<file path="config.mk">
export PLATFORM = sky130hd
export DESIGN_NAME = bus_read_arbiter
export DESIGN_NICKNAME = d
export VERILOG_FILES = /design/src/rtl/bus_read_arbiter.sv
export SDC_FILE = /design/constraint.sdc
export NUM_CORES = 1
export LEC_CHECK = 0
export ABC_AREA = 1
export CELL_PAD_IN_SITES_DETAIL_PLACEMENT = 0
export CELL_PAD_IN_SITES_GLOBAL_PLACEMENT = 1
export CORE_UTILIZATION = 24
export DETAILED_ROUTE_END_ITERATION = 12
export MAX_ROUTING_LAYER = met4
export PLACE_DENSITY = 0.92
export SYNTH_ARGS = -nofsm -noshare
export SYNTH_HDL_FRONTEND = slang
export SYNTH_SLANG_ARGS = --single-unit
</file>
<file path="constraint.sdc">
create_clock -name xclk -period 1.8 [get_ports xclk]
set_input_delay 0.18 -clock xclk [delete_from_list [all_inputs] [get_ports xclk]]
set_output_delay 0.18 -clock xclk [all_outputs]
set_load 0.005 [all_outputs]
</file>
<file path="src/rtl/bus_read_arbiter.sv">
// bus_read_arbiter
// Registered read-data arbiter for the DSP external 16-bit bus. Each
// qualified read passes IDLE -> SETTLE -> DRIVE. At the end of SETTLE the
// block samples the source avail flags, picks one source, and latches its
// data. It then drives output_enable/db_drive for the top-level tri-state
// until read_qualified drops.
//
// Optional build macro: BUS_ARB_ROUND_ROBIN_EN
//   defined : rotating priority. The search starts just after the last
//             granted index, and grant_id holds its value on a miss.
//   absent  : fixed priority, lowest index wins, and a miss reports 7.
//
// state  | meaning
// -------+-----------------------------------------------------------
// IDLE   | bus released, waiting for read_qualified
// SETTLE | one cycle for sources to settle; sample/grant at its end
// DRIVE  | output_enable=1, latched data held until read ends

module bus_read_arbiter #(
  parameter int          N_SRC        = 8,
  parameter logic [15:0] DEFAULT_DATA = 16'h3333
) (
  input  logic                 xclk,
  input  logic                 reset,
  input  logic                 read_qualified,
  input  logic [N_SRC-1:0]     src_avail,
  input  logic [16*N_SRC-1:0]  src_data,
  input  logic                 cnt_clear,
  output logic                 output_enable,
  output logic [15:0]          db_drive,
  output logic [2:0]           grant_id,
  output logic [7:0]           collision_cnt,
  output logic [7:0]           miss_cnt
);

  typedef enum logic [1:0] {
    IDLE   = 2'd0,
    SETTLE = 2'd1,
    DRIVE  = 2'd2
  } state_t;

  localparam logic [N_SRC-1:0] AVAIL_ONE = N_SRC'(1);
  localparam logic [7:0]       CNT_MAX   = 8'hFF;

  state_t              state;
  state_t              state_nxt;
  logic                sample_en;

  logic                win_found;
  logic [2:0]          win_idx;
  logic [15:0]         win_data;
  logic                any_avail;
  logic                multi_avail;

  // State register; a low reset forces IDLE on the next edge, even mid-read.
  always_ff @(posedge xclk) begin
    if (!reset) begin
      state <= IDLE;
    end else begin
      state <= state_nxt;
    end
  end

  // Next-state and outputs. The grant is taken only on SETTLE -> DRIVE, so a
  // read abandoned during SETTLE leaves no trace.
  always_comb begin
    state_nxt     = state;
    sample_en     = 1'b0;
    output_enable = 1'b0;
    case (state)
      IDLE: begin
        if (read_qualified) begin
          state_nxt = SETTLE;
        end
      end
      SETTLE: begin
        if (read_qualified) begin
          state_nxt = DRIVE;
          sample_en = 1'b1;
        end else begin
          state_nxt = IDLE;
        end
      end
      DRIVE: begin
        output_enable = 1'b1;
        if (!read_qualified) begin
          state_nxt = IDLE;
        end
      end
      default: begin
        state_nxt = IDLE;
      end
    endcase
  end

  // Pick the winning source from the live avail flags.
  // Round-robin runs two passes: indices above the last grant first, then
  // wrap to the rest. This is a search starting at (last + 1) mod N_SRC,
  // done without a modulo.
  always_comb begin
    win_found = 1'b0;
    win_idx   = 3'd0;
    win_data  = DEFAULT_DATA;
`ifdef BUS_ARB_ROUND_ROBIN_EN
    for (int i = 0; i < N_SRC; i++) begin
      if (!win_found && src_avail[i] && (i > int'(grant_id))) begin
        win_found = 1'b1;
        win_idx   = 3'(i);
        win_data  = src_data[16*i +: 16];
      end
    end
    for (int i = 0; i < N_SRC; i++) begin
      if (!win_found && src_avail[i] && (i <= int'(grant_id))) begin
        win_found = 1'b1;
        win_idx   = 3'(i);
        win_data  = src_data[16*i +: 16];
      end
    end
`else
    for (int i = 0; i < N_SRC; i++) begin
      if (!win_found && src_avail[i]) begin
        win_found = 1'b1;
        win_idx   = 3'(i);
        win_data  = src_data[16*i +: 16];
      end
    end
`endif
  end

  // Contention detect. Clearing the lowest set bit leaves a non-zero value
  // only if at least two flags are set.
  always_comb begin
    any_avail   = |src_avail;
    multi_avail = |(src_avail & (src_avail - AVAIL_ONE));
  end

  // Latched read data and grant; both change only on SETTLE -> DRIVE, so they
  // stay constant through DRIVE whatever the sources do.
  always_ff @(posedge xclk) begin
    if (!reset) begin
      db_drive <= 16'h0000;
      grant_id <= 3'd0;
    end else if (sample_en) begin
      db_drive <= win_data;
      if (win_found) begin
        grant_id <= win_idx;
      end else begin
`ifdef BUS_ARB_ROUND_ROBIN_EN
        grant_id <= grant_id;
`else
        grant_id <= 3'd7;
`endif
      end
    end
  end

  // Diagnostic counters: saturating, and clear wins over a same-cycle increment.
  always_ff @(posedge xclk) begin
    if (!reset) begin
      collision_cnt <= 8'h00;
      miss_cnt      <= 8'h00;
    end else if (cnt_clear) begin
      collision_cnt <= 8'h00;
      miss_cnt      <= 8'h00;
    end else if (sample_en) begin
      if (multi_avail && (collision_cnt != CNT_MAX)) begin
        collision_cnt <= collision_cnt + 8'd1;
      end
      if (!any_avail && (miss_cnt != CNT_MAX)) begin
        miss_cnt <= miss_cnt + 8'd1;
      end
    end
  end

endmodule

</file>
[Word level (Yosys, flattened, before mapping)]
Cells that the tools add are included.
Cells by class
  multipliers: 0
  reductions and logical operators: 24
  shifts and indexed selects: 0
  div/mod/pow operators: 0
  muxes and demuxes: 31
  $add $sub $neg: 3
  bitwise gates (word level): 2
  eq/ne operators: 6
  magnitude comparators: 0
Operators with widths (number)
  16-bit 2-to-1 mux: 8
  3-bit 2-to-1 mux: 7
  8-bit by 1-bit adder with 8-bit output, second input constant: 2
  8-bit inequality test, second input constant: 2
  8-bit OR reduction: 2
  1-bit 2-to-1 mux: 12
  1-bit logical AND: 9
  8-bit bitwise AND: 1
  1-bit zero test: 8
  8-bit by 1-bit subtractor with 8-bit output, second input constant: 1
  2-bit 2-to-1 mux: 3
  2-bit one-hot mux with 3 select lines: 1
  2-bit AND reduction: 3
  2-bit inequality test, second input constant: 2
  2-bit by 1-bit equality test with 1-bit output, second input constant: 1
  2-bit equality test, second input constant: 1
  2-bit zero test: 1
  2-bit OR reduction: 1
  1-bit inverter: 1
Word-level totals
  bits in writable memories: 0
  input bits: 140
  memories kept: 0
  output and inout bits: 36
  register bits: 37
  ROM bits: 0
  latch bits: 0
  logic and storage cells: 71

[Logic depth before layout (Yosys ltp)]
Gate-level depths: netlist of run 1.
  depth after elaboration: 23
  depth in mapped cells: 11
  gate-level depth less buffers: 10

[Least setup slack after synthesis of run 1]
Ideal clock, no wire load.
  path type: reg2reg
  from: register collision_cnt[0]
  to: register collision_cnt[0]
  setup slack: 0.365 ns
  path buffers: 0
  stages on the path, launching flop included: 9
  data required time: 1.684 ns
  setup time: 0.116 ns
  arrival: 1.319 ns
  period minus slack after synthesis: 1.435 ns
  cell sequence: dfxtp_1 ha_1 nand2_1 nor2_1 a31oi_2 nand2_2 inv_1 nor2_1 nor2_1
On the way
  longest elaborated chain between the ends: 3
  elaborated cells on any way between the ends: 4
  those cells by class: add/sub: 1; eq/ne: 1; reduce/logical: 2
Ends and longest elaborated chain
  from (decl): RTL line 32  | output logic [7:0] collision_cnt,
  from (signal assigned): RTL line 167  | collision_cnt <= collision_cnt + 8'd1;
  parallel branches: the longest is 3 deep, another holds 8-bit by 1-bit adder with 8-bit output
Several ways; the timed one is not identified.
A chain may end at the register's enable or synchronous reset.

[Final worst setup path of run 1]
  from: input port src_avail[2]
  to: register db_drive[1]
On the way
  longest elaborated chain between the ends: 17
  elaborated cells on any way between the ends: 22
  those cells by class: mux: 11; reduce/logical: 11
Ends and longest elaborated chain
  from (decl): RTL line 26  | input logic [N_SRC-1:0] src_avail,
  1-bit logical AND *: RTL line 121  | if (!win_found && src_avail[i]) begin
  1-bit 2-to-1 mux: RTL line 121
  1-bit zero test: RTL line 121
  1-bit logical AND: RTL line 121
  1-bit 2-to-1 mux: RTL line 121
  1-bit zero test: RTL line 121
  1-bit logical AND: RTL line 121
  1-bit 2-to-1 mux: RTL line 121
  1-bit zero test: RTL line 121
  1-bit logical AND: RTL line 121
  1-bit 2-to-1 mux: RTL line 121
  1-bit zero test: RTL line 121
  1-bit logical AND: RTL line 121
  1-bit 2-to-1 mux: RTL line 121
  1-bit zero test: RTL line 121
  1-bit logical AND: RTL line 121
  16-bit 2-to-1 mux *: RTL line 121
  to (signal assigned): RTL line 144  | db_drive <= win_data;
  to (decl): RTL line 30  | output logic [15:0] db_drive,
Every way passes the cells marked *; elsewhere a longest branch is shown, timed or not.

==> impl_results.md, run 1 <==
* GRT Total Usage at 0.191
* Clk pwr share at 0.434
* Worst path bufs/invs at 3
* ANT nets after route at 0
* CTS tree: yes
* Area Overhead vs Synth at 82.7%
* Total Power at 2.65 mW
* Xor and xnor area share after synthesis at 0.0371
* Class of the worst hold path: reg -> reg
* Met3 WL at 936 µm
* DRT Pass-1 Iters at 5
* Flop and latch count out of synthesis at 37
* Max VDD drop at 0.500 mV
* CP max stage cell: clkdlybuf4s50_1
* Synth Net Count at 624
* I/O pin count at 176
* Net Sw Frac at 0.230
* Unique cell type count in the Yosys netlist at 35
* Crit-path cells: clkdlybuf4s50_1 -> nor2_2 -> nand3_2 -> nor2_4 -> nand2_4 -> inv_6 -> nand2_1 -> nand2_1 -> inv_1 -> a21oi_1
* Largest family of logic cells by synthesized area: simple AND/OR/NAND/NOR gates
* Vias per cell at 4.55
* Kind of critical path: in -> reg
* DR iter-0 viols at 294
* CTS sink cnt at 37
* CTS Hold Bufs at 0
* Root Buffer: clkbuf_16
* Routed length on met2 at 5500 µm
* Final Max Tran Viols at 0
* Syn_area_per_cell at 5.88 µm²
* Fillers at 1166
* Register-to-register setup slack at 0.28 ns
* Core box area at 11500 µm²
* Worst R2R End: miss_cnt[2]
* Crit-path max cell delay at 0.46 ns
* Post-CTS setup buffers at 0
* Post-synth ARST share at 0
* Post-synth EDFFs at 0
* Clock Path Buffers at 2
* Crit. End Element: flip-flop
* Post-synthesis sequential area ratio at 0.261
* Delay-heaviest family, CP: simple AND/OR/NAND/NOR gates
* Worst path depth at 10
* Final period utilization at 0.925
* Psw at 0.612 mW
* Gate Count Post-Synth at 482
* Post-CTS Resized at 0
* Rel. slew slack at 0.700
* R2r startpoint: miss_cnt[1]
* Status: complete, no violations
* First-pass GRT wire length at 18300 µm
* Sequential share of power at 0.322
* Final Hold Vio Count at 0
* Count of input and output buffers at 175
* Final WL at 11500 µm
* Leakage power at 2.24 nW
* Post-synthesis simple-gate area fraction at 0.472
* Maxcap violations at 0
* Global placer's final weighted congestion at 0.886
* Clock-pin slew on the worst setup and hold paths at 0.06 ns
* Chip height at 111 µm
* H-tree Lvls at 2
* Congestion Overflow GR at 0
* Total negative setup slack at 0 ns
* Vias in the first global route at 3820
* Wire per inst at 13.8 µm
* Layout Nets at 826
* Slew at the pin closest to its max-slew limit at 0.449 ns
* Top sig layer: met4
* Critical path peak fanout at 17
* Initial antenna violation count at 0
* Antenna Cells at 0
* YS warnings at 0
* Die W at 111 µm
* Final setup vio count at 0
* CTS Buf Count at 5
* Highest clock rate at 601 MHz
* Main flop type after synthesis: dfxtp_1
* Crit path DAT at 1.87 ns
* Combinational power share at 0.244
* Most used cell, CP: nand2_1
* Post-synthesis mux area share at 0
* Die area at 12200 µm²
* DRC at 0
* Rows at 39
* Largest net degree at the start of global routing at 23
* Min Tclk post-route at 1.66 ns
* Via count at 3765
* Post-synthesis compound-gate area fraction at 0.120
* HPWL after DPL at 9580 µm
* Critical path endpoint: db_drive[1]
* Worst-skew pair later-pin latency at 0.28 ns
* Post-synthesis adder-cell area fraction at 0.00883
* Initial core utilization at 0.247
* Share of cells above drive strength 1 at 0.105
* Startpoint types: input pin
* Critical Path Start: src_avail[2]
* Int Pwr at 2.04 mW
* Post-Route Skew at 0.0112 ns
* M1 wire length at 4770 µm
* Reg2reg path depth at 8
* Post-Syn Area at 2830 µm²
* Power per cell area at 513 nW/µm²
* Worst EP required at 2.01 ns
==> sequential cells by signal (all words and copies together) (netlist names) <==
signal	cells
collision_cnt	8
db_drive	16
grant_id	3
miss_cnt	8
state	2
==> synthesized netlist by cell type (4+ instances only) <==
cell	n	area [µm²]
nand2_1	136	510
nor2_1	93	349
inv_1	51	191
dfxtp_1	37	741
a21oi_1	33	165
nand3_1	25	125
o21ai_0	24	120
nand4_1	8	50.1
nor3_1	8	40.0
xor2_1	8	70.1
or2_2	7	43.8
nand2_2	6	37.5
nand3b_1	6	45.0
buf_2	4	20.0
xnor2_1	4	35.0
==> layer usage <==
metal	vias up	track usage
met3	14	0.0445
met4	0	0.0542
li1	1923	-
met2	139	0.326
met5	-	-
met1	1689	0.224
==> how the worst min path moves through the flow <==
stage,startpoint,cells past startpoint,endpoint
floorplan,read_qualified,2,state[1]
global placement,state[1],1,state[0]
detailed placement,state[1],1,state[0]
CTS,state[1],1,state[0]
global route,state[1],1,state[0]
finish,state[1],1,state[0]
==> power by group through the flow <==
stage               registers [mW]  logic [mW]  clock network (mW)
detailed placement           0.873       0.646                   0
CTS                          0.855       0.649                1.17
global route                 0.857       0.711                1.21
floorplan                    0.871       0.192                   0
global placement             0.872       0.642                   0
finish                       0.855       0.647                1.15
==> layout make-up <==
cell class / count / area [µm²] / share of cell area
timing repair buffer: 205 / 2020 / 0.390
clock inverter: 3 / 68.8 / 0.0133
multi-input combinational: 379 / 1830 / 0.353
tap: 143 / 179 / 0.0346
sequential: 37 / 741 / 0.143
inverter: 56 / 219 / 0.0423
clock buffer: 5 / 125 / 0.0242
==> metrics by stage <==
step,worst slack [ns],std cells,area (µm²),util,hold slack [ns]
global placement,-0.133,820,4960,0.432,0.406
finish,0.136,828,5180,0.451,0.419
detailed placement,-0.249,820,4960,0.432,0.417
CTS,0.0348,828,5150,0.449,0.424
floorplan,0.365,482,2830,-,0.320
global route,-0.00206,828,5180,0.451,0.446
==> cell usage in the layout (no fill, tap or decap), types with 3 or more instances in the layout <==
master / netlist / routed
clkbuf_16: 0 / 5
or2_2: 7 / 7
buf_4: 1 / 27
inv_2: 3 / 4
nand4_1: 8 / 8
nand2_1: 136 / 136
nand3_2: 3 / 3
nand3_1: 25 / 25
nor3_1: 8 / 7
buf_12: 1 / 3
nor2_1: 93 / 93
inv_1: 51 / 49
nand2_2: 6 / 4
nor2_4: 2 / 3
o21ai_0: 24 / 24
dfxtp_1: 37 / 37
nand3b_1: 6 / 6
xnor2_1: 4 / 4
xor2_1: 8 / 8
nand2_4: 1 / 3
a21oi_1: 33 / 33
clkdlybuf4s50_1: 0 / 174
==> logic make-up (layout without fill, tap and decap cells) <==
group | after synthesis | in the layout
simple gates | 302 | 302
buf+inv | 66 | 269
compound gates | 63 | 63
flops | 37 | 37
xor+xnor | 12 | 12
fa+ha+maj | 2 | 2
Power figures use the tool's default switching activity.
==> run 2, diff against run 1 <==
--- a/config.mk
+++ b/config.mk
@@ -6,10 +6,9 @@
 export NUM_CORES = 1
 export LEC_CHECK = 0
 export ABC_AREA = 1
-export CELL_PAD_IN_SITES_DETAIL_PLACEMENT = 0
-export CELL_PAD_IN_SITES_GLOBAL_PLACEMENT = 1
-export CORE_UTILIZATION = 24
+export CORE_UTILIZATION = 38
 export DETAILED_ROUTE_END_ITERATION = 12
+export GPL_TIMING_DRIVEN = 0
 export MAX_ROUTING_LAYER = met4
 export PLACE_DENSITY = 0.92
 export SYNTH_ARGS = -nofsm -noshare
==> run 2 against run 1 <==
Design area down 6.3%. Flip-flop and latch count unchanged. Sequential share of layout area up 0.96 points. Total power down 23%. Clock-buffer cell count up 1. Worst setup slack worse by 0.054 ns. Cell count down 7.2%. Worst hold slack better by 0.011 ns. Sequential power about the same. Highest routed layer unchanged.
==> impl_results.md, run 2 (same netlist as run 1, synthesis figures left out) <==
* Status: complete, no violations
* Share of cells above drive strength 1 at 0.0762
* Final Hold Vio Count at 0
* Leakage power at 2.09 nW
* Chip height at 88.3 µm
* Layout Nets at 810
* Fillers at 618
* RSZ-0062 raised after global routing: false
* I/O pin count at 176
* Power per cell area at 422 nW/µm²
* CTS sink cnt at 37
* Largest net degree at the start of global routing at 12
* Antenna Cells at 0
* Biggest register: db_drive
* DR iter-0 viols at 154
* Max VDD drop at 0.322 mV
* Rel. slew slack at 0.664
* Worst-skew pair later-pin latency at 0.29 ns
* Maxcap violations at 0
* Vias in the first global route at 3572
* Worst EP required at 2.03 ns
* Initial core utilization at 0.393
* Die area at 7800 µm²
* CTS Hold Bufs at 0
* Die W at 88.3 µm
* CTS tree: yes
* Final setup vio count at 0
* Clock Path Buffers at 2
* Core box area at 7210 µm²
* Worst hold margin at 0.430 ns
* CTS Buf Count at 5
* Via count at 3866
* Final Max Tran Viols at 0
* GRT Total Usage at 0.277
* Post-Route Skew at 0.00956 ns
* Global placer's final weighted congestion at 0.866
* Highest clock rate at 582 MHz
* Final WL at 10900 µm
* Rows at 31
* Kind of critical path: in -> reg
* Min Tclk post-route at 1.72 ns
* Congestion Overflow GR at 0
* Root Buffer: clkbuf_8
* Area Overhead vs Synth at 71.2%
* Count of input and output buffers at 175
* Slew at the pin closest to its max-slew limit at 0.503 ns
* Non-Filler Instances at 768
* DRC at 0
* Clock-pin slew on the worst setup and hold paths at 0.08 ns
* Wire per inst at 14.2 µm
* Register area at 741 µm²
* Vias per cell at 5.03
* Area occupied by multi-input gates at 1840 µm²
* HPWL after DPL at 8770 µm
* Class of the worst hold path: reg -> reg
* Initial antenna violation count at 0
* Most frequent cells in the layout: clkdlybuf4s50_1 (173), nand2_1 (135), nor2_1 (92)
* DRT Pass-1 Iters at 5
* ANT nets after route at 0
* H-tree Lvls at 2
* Final period utilization at 0.955
* Post-layout util at 0.672
* Flip-flop count of the largest register after layout at 16
* Most common cell after layout, fill and taps aside: clkdlybuf4s50_1
* Crit. End Element: flip-flop
* First-pass GRT wire length at 15900 µm
* Crit path DAT at 1.94 ns
* Critical path peak fanout at 10
* Dpl cells at 756
* Largest registers in the final layout: db_drive: 16 flops, collision_cnt: 8 flops, miss_cnt: 8 flops
* Startpoint types: input pin
-- run 2: changes by cell type in the layout (fill, tap and decap cells not counted), moves of 4 or more --
cell       change
buf_2          +4
buf_4         -23
clkbuf_1       +4
clkbuf_16      -5
clkbuf_8       +5
-- run 2: timing repair --
action                                  CTS  global route
buffers inserted                          1             2
gates resized for setup                   2             5
pin swaps                                 1             2
endpoints found under the setup margin    5            25
gates cloned                              0             1
-- run 2: final timing paths --
path | from | end | slack [ns] | cells after the start
max reg2reg | collision_cnt[1] | collision_cnt[0] | 0.12 | 8
min | state[1] | state[0] | 0.43 | 1
min reg2reg | state[1] | state[0] | 0.43 | 1
max | src_avail[2] | db_drive[0] | 0.08 | 8
-- run 2: per-stage QoR --
step	TNS [ns]	cell area (µm²)	worst slack [ns]	power (mW)
floorplan	0	2830	0.365	1.06
global placement	-4.41	4710	-0.261	1.47
detailed placement	-6.77	4710	-0.360	1.48
CTS	0	4810	0.0378	2.05
global route	0	4850	0.00718	2.14
finish	0	4850	0.0812	2.05
-- run 2: cell type report --
type / count / share of cell area
Tap cell: 99 / 0.0255
Clock inverter: 2 / 0.00206
Multi-Input combinational cell: 380 / 0.379
Buffer: 10 / 0.0144
Sequential cell: 37 / 0.153
Inverter: 56 / 0.0444
Clock buffer: 6 / 0.0150
Timing Repair Buffer: 178 / 0.367
-- run 2: critical path, cell delays in order --
cell	delay, ns
clkdlybuf4s50_1	0.57
inv_1	0.12
nand3_1	0.17
buf_2	0.25
nor2_1	0.06
nor3_1	0.30
nand3_1	0.13
a21oi_1	0.16
-- run 2: metal layers --
metal,vias to the layer above,global-route usage,share of wire
met3,32,0.0756,0.092
li1,1895,-,-
met5,-,-,0
met2,194,0.520,0.50
met1,1745,0.272,0.38
met4,0,0.0924,0.026
-- run 2: power breakdown --
group          leakage [nW]  total [mW]  internal, mW  switching [mW]
clock                0.0450       0.570         0.268           0.302
combinational          1.74       0.626         0.380           0.245
sequential            0.300       0.853         0.840          0.0132
total                  2.09        2.05          1.49           0.560
==> run 3, diff against run 2 <==
--- a/config.mk
+++ b/config.mk
@@ -5,8 +5,8 @@
 export SDC_FILE = /design/constraint.sdc
 export NUM_CORES = 1
 export LEC_CHECK = 0
-export ABC_AREA = 1
 export CORE_UTILIZATION = 38
+export CTS_CLUSTER_SIZE = 10
 export DETAILED_ROUTE_END_ITERATION = 12
 export GPL_TIMING_DRIVEN = 0
 export MAX_ROUTING_LAYER = met4
==> run 3 against run 2 <==
The flow now finishes with violations (setup timing). Utilization is 2.7 points higher. Total power is 8.9% higher. Fmax is 9.5% lower. Clock power is 6.5% higher. Sequential power hardly changed. Synthesized cell count is 15% lower. Worst setup slack worse by 0.18 ns. Critical path depth is 2 lower.
==> impl_results.md, run 3 <==
* Count of input and output buffers at 174
* Fillers at 582
* Maxcap violations at 0
* Min Tclk post-route at 1.90 ns
* Max VDD drop at 0.395 mV
* Register-to-register setup slack at -0.1 ns
* Final period utilization at 1.06
* Post-synth ARST share at 0
* Psw at 0.684 mW
* Hold endpoint: db_drive[9]
* CTS Hold Bufs at 0
* Clk pwr share at 0.272
* Class of the worst hold path: in -> reg
* Worst-skew pair later-pin latency at 0.31 ns
* Largest net degree at the start of global routing at 13
* Global placer's final weighted congestion at 0.914
* Vias per cell at 6.12
* Main flop type after synthesis: dfxtp_1
* GRT Total Usage at 0.326
* Dpl cells at 684
* Startpoint types: input pin
* Via count at 4319
* H-tree Lvls at 2
* Biggest register: db_drive
* Critical path peak fanout at 3
* Post-synth top area share at 0.256
* DRT Pass-1 Iters at 5
* Reg2reg path depth at 5
* Clock-pin slew on the worst setup and hold paths at 0.09 ns
* Post-synth top cells: nand2_1 (51), a21oi_1 (48), o21ai_0 (44), dfxtp_1 (37), clkbuf_1 (26)
* Share of cells above drive strength 1 at 0.133
* First-pass GRT wire length at 19100 µm
* Highest clock rate at 526 MHz
* ANT nets after route at 0
* Slew at the pin closest to its max-slew limit at 0.611 ns
* Post-synthesis sequential area ratio at 0.256
* Power per cell area at 438 nW/µm²
* Wire per inst at 19.0 µm
* Int Pwr at 1.55 mW
* Post-synth top area cell: dfxtp_1
* Worst EP required at 2.05 ns
* Final worst slack at -0.100 ns
* CTS sink cnt at 37
* Layout Nets at 748
* Final Max Tran Viols at 0
* Hold path cells at 5
* Status: finished with violations
* Initial antenna violation count at 0
* Rows at 31
* Rel. slew slack at 0.589
* Die W at 89.2 µm
* Sequential share of power at 0.382
* RSZ-0062 raised after global routing: true
* Most common cell after layout, fill and taps aside: clkdlybuf4s50_1
* Crit. End Element: flip-flop
* Die area at 7960 µm²
* Syn_area_per_cell at 7.03 µm²
* Worst R2R End: collision_cnt[5]
* DR iter-0 viols at 339
* Violated checks: setup timing
* Flip-flop count of the largest register after layout at 16
* Vias in the first global route at 4083
* Gate Count Post-Synth at 411
* Initial core utilization at 0.396
* Largest registers in the final layout: db_drive: 16 flops, collision_cnt: 8 flops, miss_cnt: 8 flops
* Combinational power share at 0.345
* CTS tree: yes
* Final WL at 13400 µm
* Chip height at 89.2 µm
* Area Overhead vs Synth at 76.4%
* Flop and latch count out of synthesis at 37
* Root Buffer: clkbuf_8
* Leakage power at 1.83 nW
* Register area at 752 µm²
* Core box area at 7290 µm²
* Post-synth EDFFs at 0
* HPWL after DPL at 9910 µm
* Antenna Cells at 0
* I/O pin count at 176
* Non-Filler Instances at 706
* Kind of critical path: in -> reg
* Hold Startpoint: src_avail[2]
* Clock Path Buffers at 2
* Post-Syn Area at 2890 µm²
* Net Sw Frac at 0.307
* Final setup vio count at 2
* Unique cell type count in the Yosys netlist at 55
* Area occupied by multi-input gates at 2100 µm²
* Post-Route Skew at 0.00914 ns
* DRC at 0
* YS warnings at 0
* Top cells by area, synth: dfxtp_1 (26%), a21oi_1 (8.3%), o21ai_0 (7.6%)
* Crit path DAT at 2.15 ns
* Top-count cell post-synth: nand2_1
* Synth Net Count at 553
* Final Hold Vio Count at 0
* Most frequent cells in the layout: clkdlybuf4s50_1 (169), nand2_1 (49), a21oi_1 (45)
* CTS Buf Count at 5
* Congestion Overflow GR at 0
* R2r startpoint: state[1]
* Pre-CTS WS at -0.796 ns
[run 3: per-layer routing]
| layer | routed length (µm) | GRT usage | up-vias |
|---|---|---|---|
| met5 | 0 | - | - |
| met4 | 617 | 0.162 | 0 |
| li1 | - | - | 1960 |
| met1 | 4910 | 0.353 | 1986 |
| met3 | 1510 | 0.0720 | 65 |
| met2 | 6360 | 0.561 | 308 |
[run 3: critical path, stage by stage]
cell and delay (ns):
clkdlybuf4s50_1 0.52, nand3b_1 0.17, a41o_1 0.28, or4_4 0.49
or4_4 0.44, nand2_2 0.07
[run 3: what timing repair did]
item,in CTS,in global routing
cloned,0,0
setup buffers,10,6
pin swaps,5,9
endpoints found under the setup margin,33,31
resized for setup,37,33
[run 3: cell type report]
type,count,share of cell area
Multi-Input combinational cell,336,0.412
Timing Repair Buffer,190,0.364
Sequential cell,37,0.148
Buffer,27,0.0287
Tap cell,99,0.0243
Clock buffer,5,0.0135
Inverter,9,0.00736
Clock inverter,3,0.00344
[run 3: cells by family after synthesis]
logic type | count (synthesis) | share of synthesized area
simple gates | 143 | 0.252
fa+ha+maj | 3 | 0.0121
xor+xnor | 5 | 0.0152
buf+inv | 38 | 0.0546
mux | 1 | 0.00346
compound gates | 184 | 0.407
flops | 37 | 0.256
[run 3: worst max path at each step]
stage,slack (ns),end,depth (start not counted),start
after floorplan,-0.03,collision_cnt[5],5,state[1]
after detailed placement,-0.80,db_drive[1],7,src_avail[0]
after CTS,-0.05,collision_cnt[5],5,state[1]
final,-0.1,collision_cnt[5],6,read_qualified
after global placement,-1.25,db_drive[3],6,src_avail[3]
after global routing,-0.11,collision_cnt[5],6,read_qualified
[run 3: power by group through the flow]
stage          combinational, mW  sequential, mW  clock (mW)
2_1_floorplan              0.273           0.873           0
3_3_place_gp               0.712           0.872           0
3_5_place_dp               0.726           0.872           0
5_1_grt                    0.818           0.855       0.647
4_1_cts                    0.742           0.852       0.608
6_report                   0.771           0.853       0.607
[run 3: metrics by stage]
step / hold slack (ns) / total power, mW / setup TNS (ns) / area [µm²] / util
after floorplan: 0.336 / 1.15 / -0.0295 / 2910 / -
after global placement: 0.447 / 1.58 / -22.47 / 4780 / 0.655
after detailed placement: 0.465 / 1.60 / -21.80 / 4780 / 0.656
after CTS: 0.372 / 2.20 / -0.0526 / 5010 / 0.687
after global routing: 0.401 / 2.32 / -0.171 / 5100 / 0.699
final: 0.392 / 2.23 / -0.115 / 5100 / 0.699
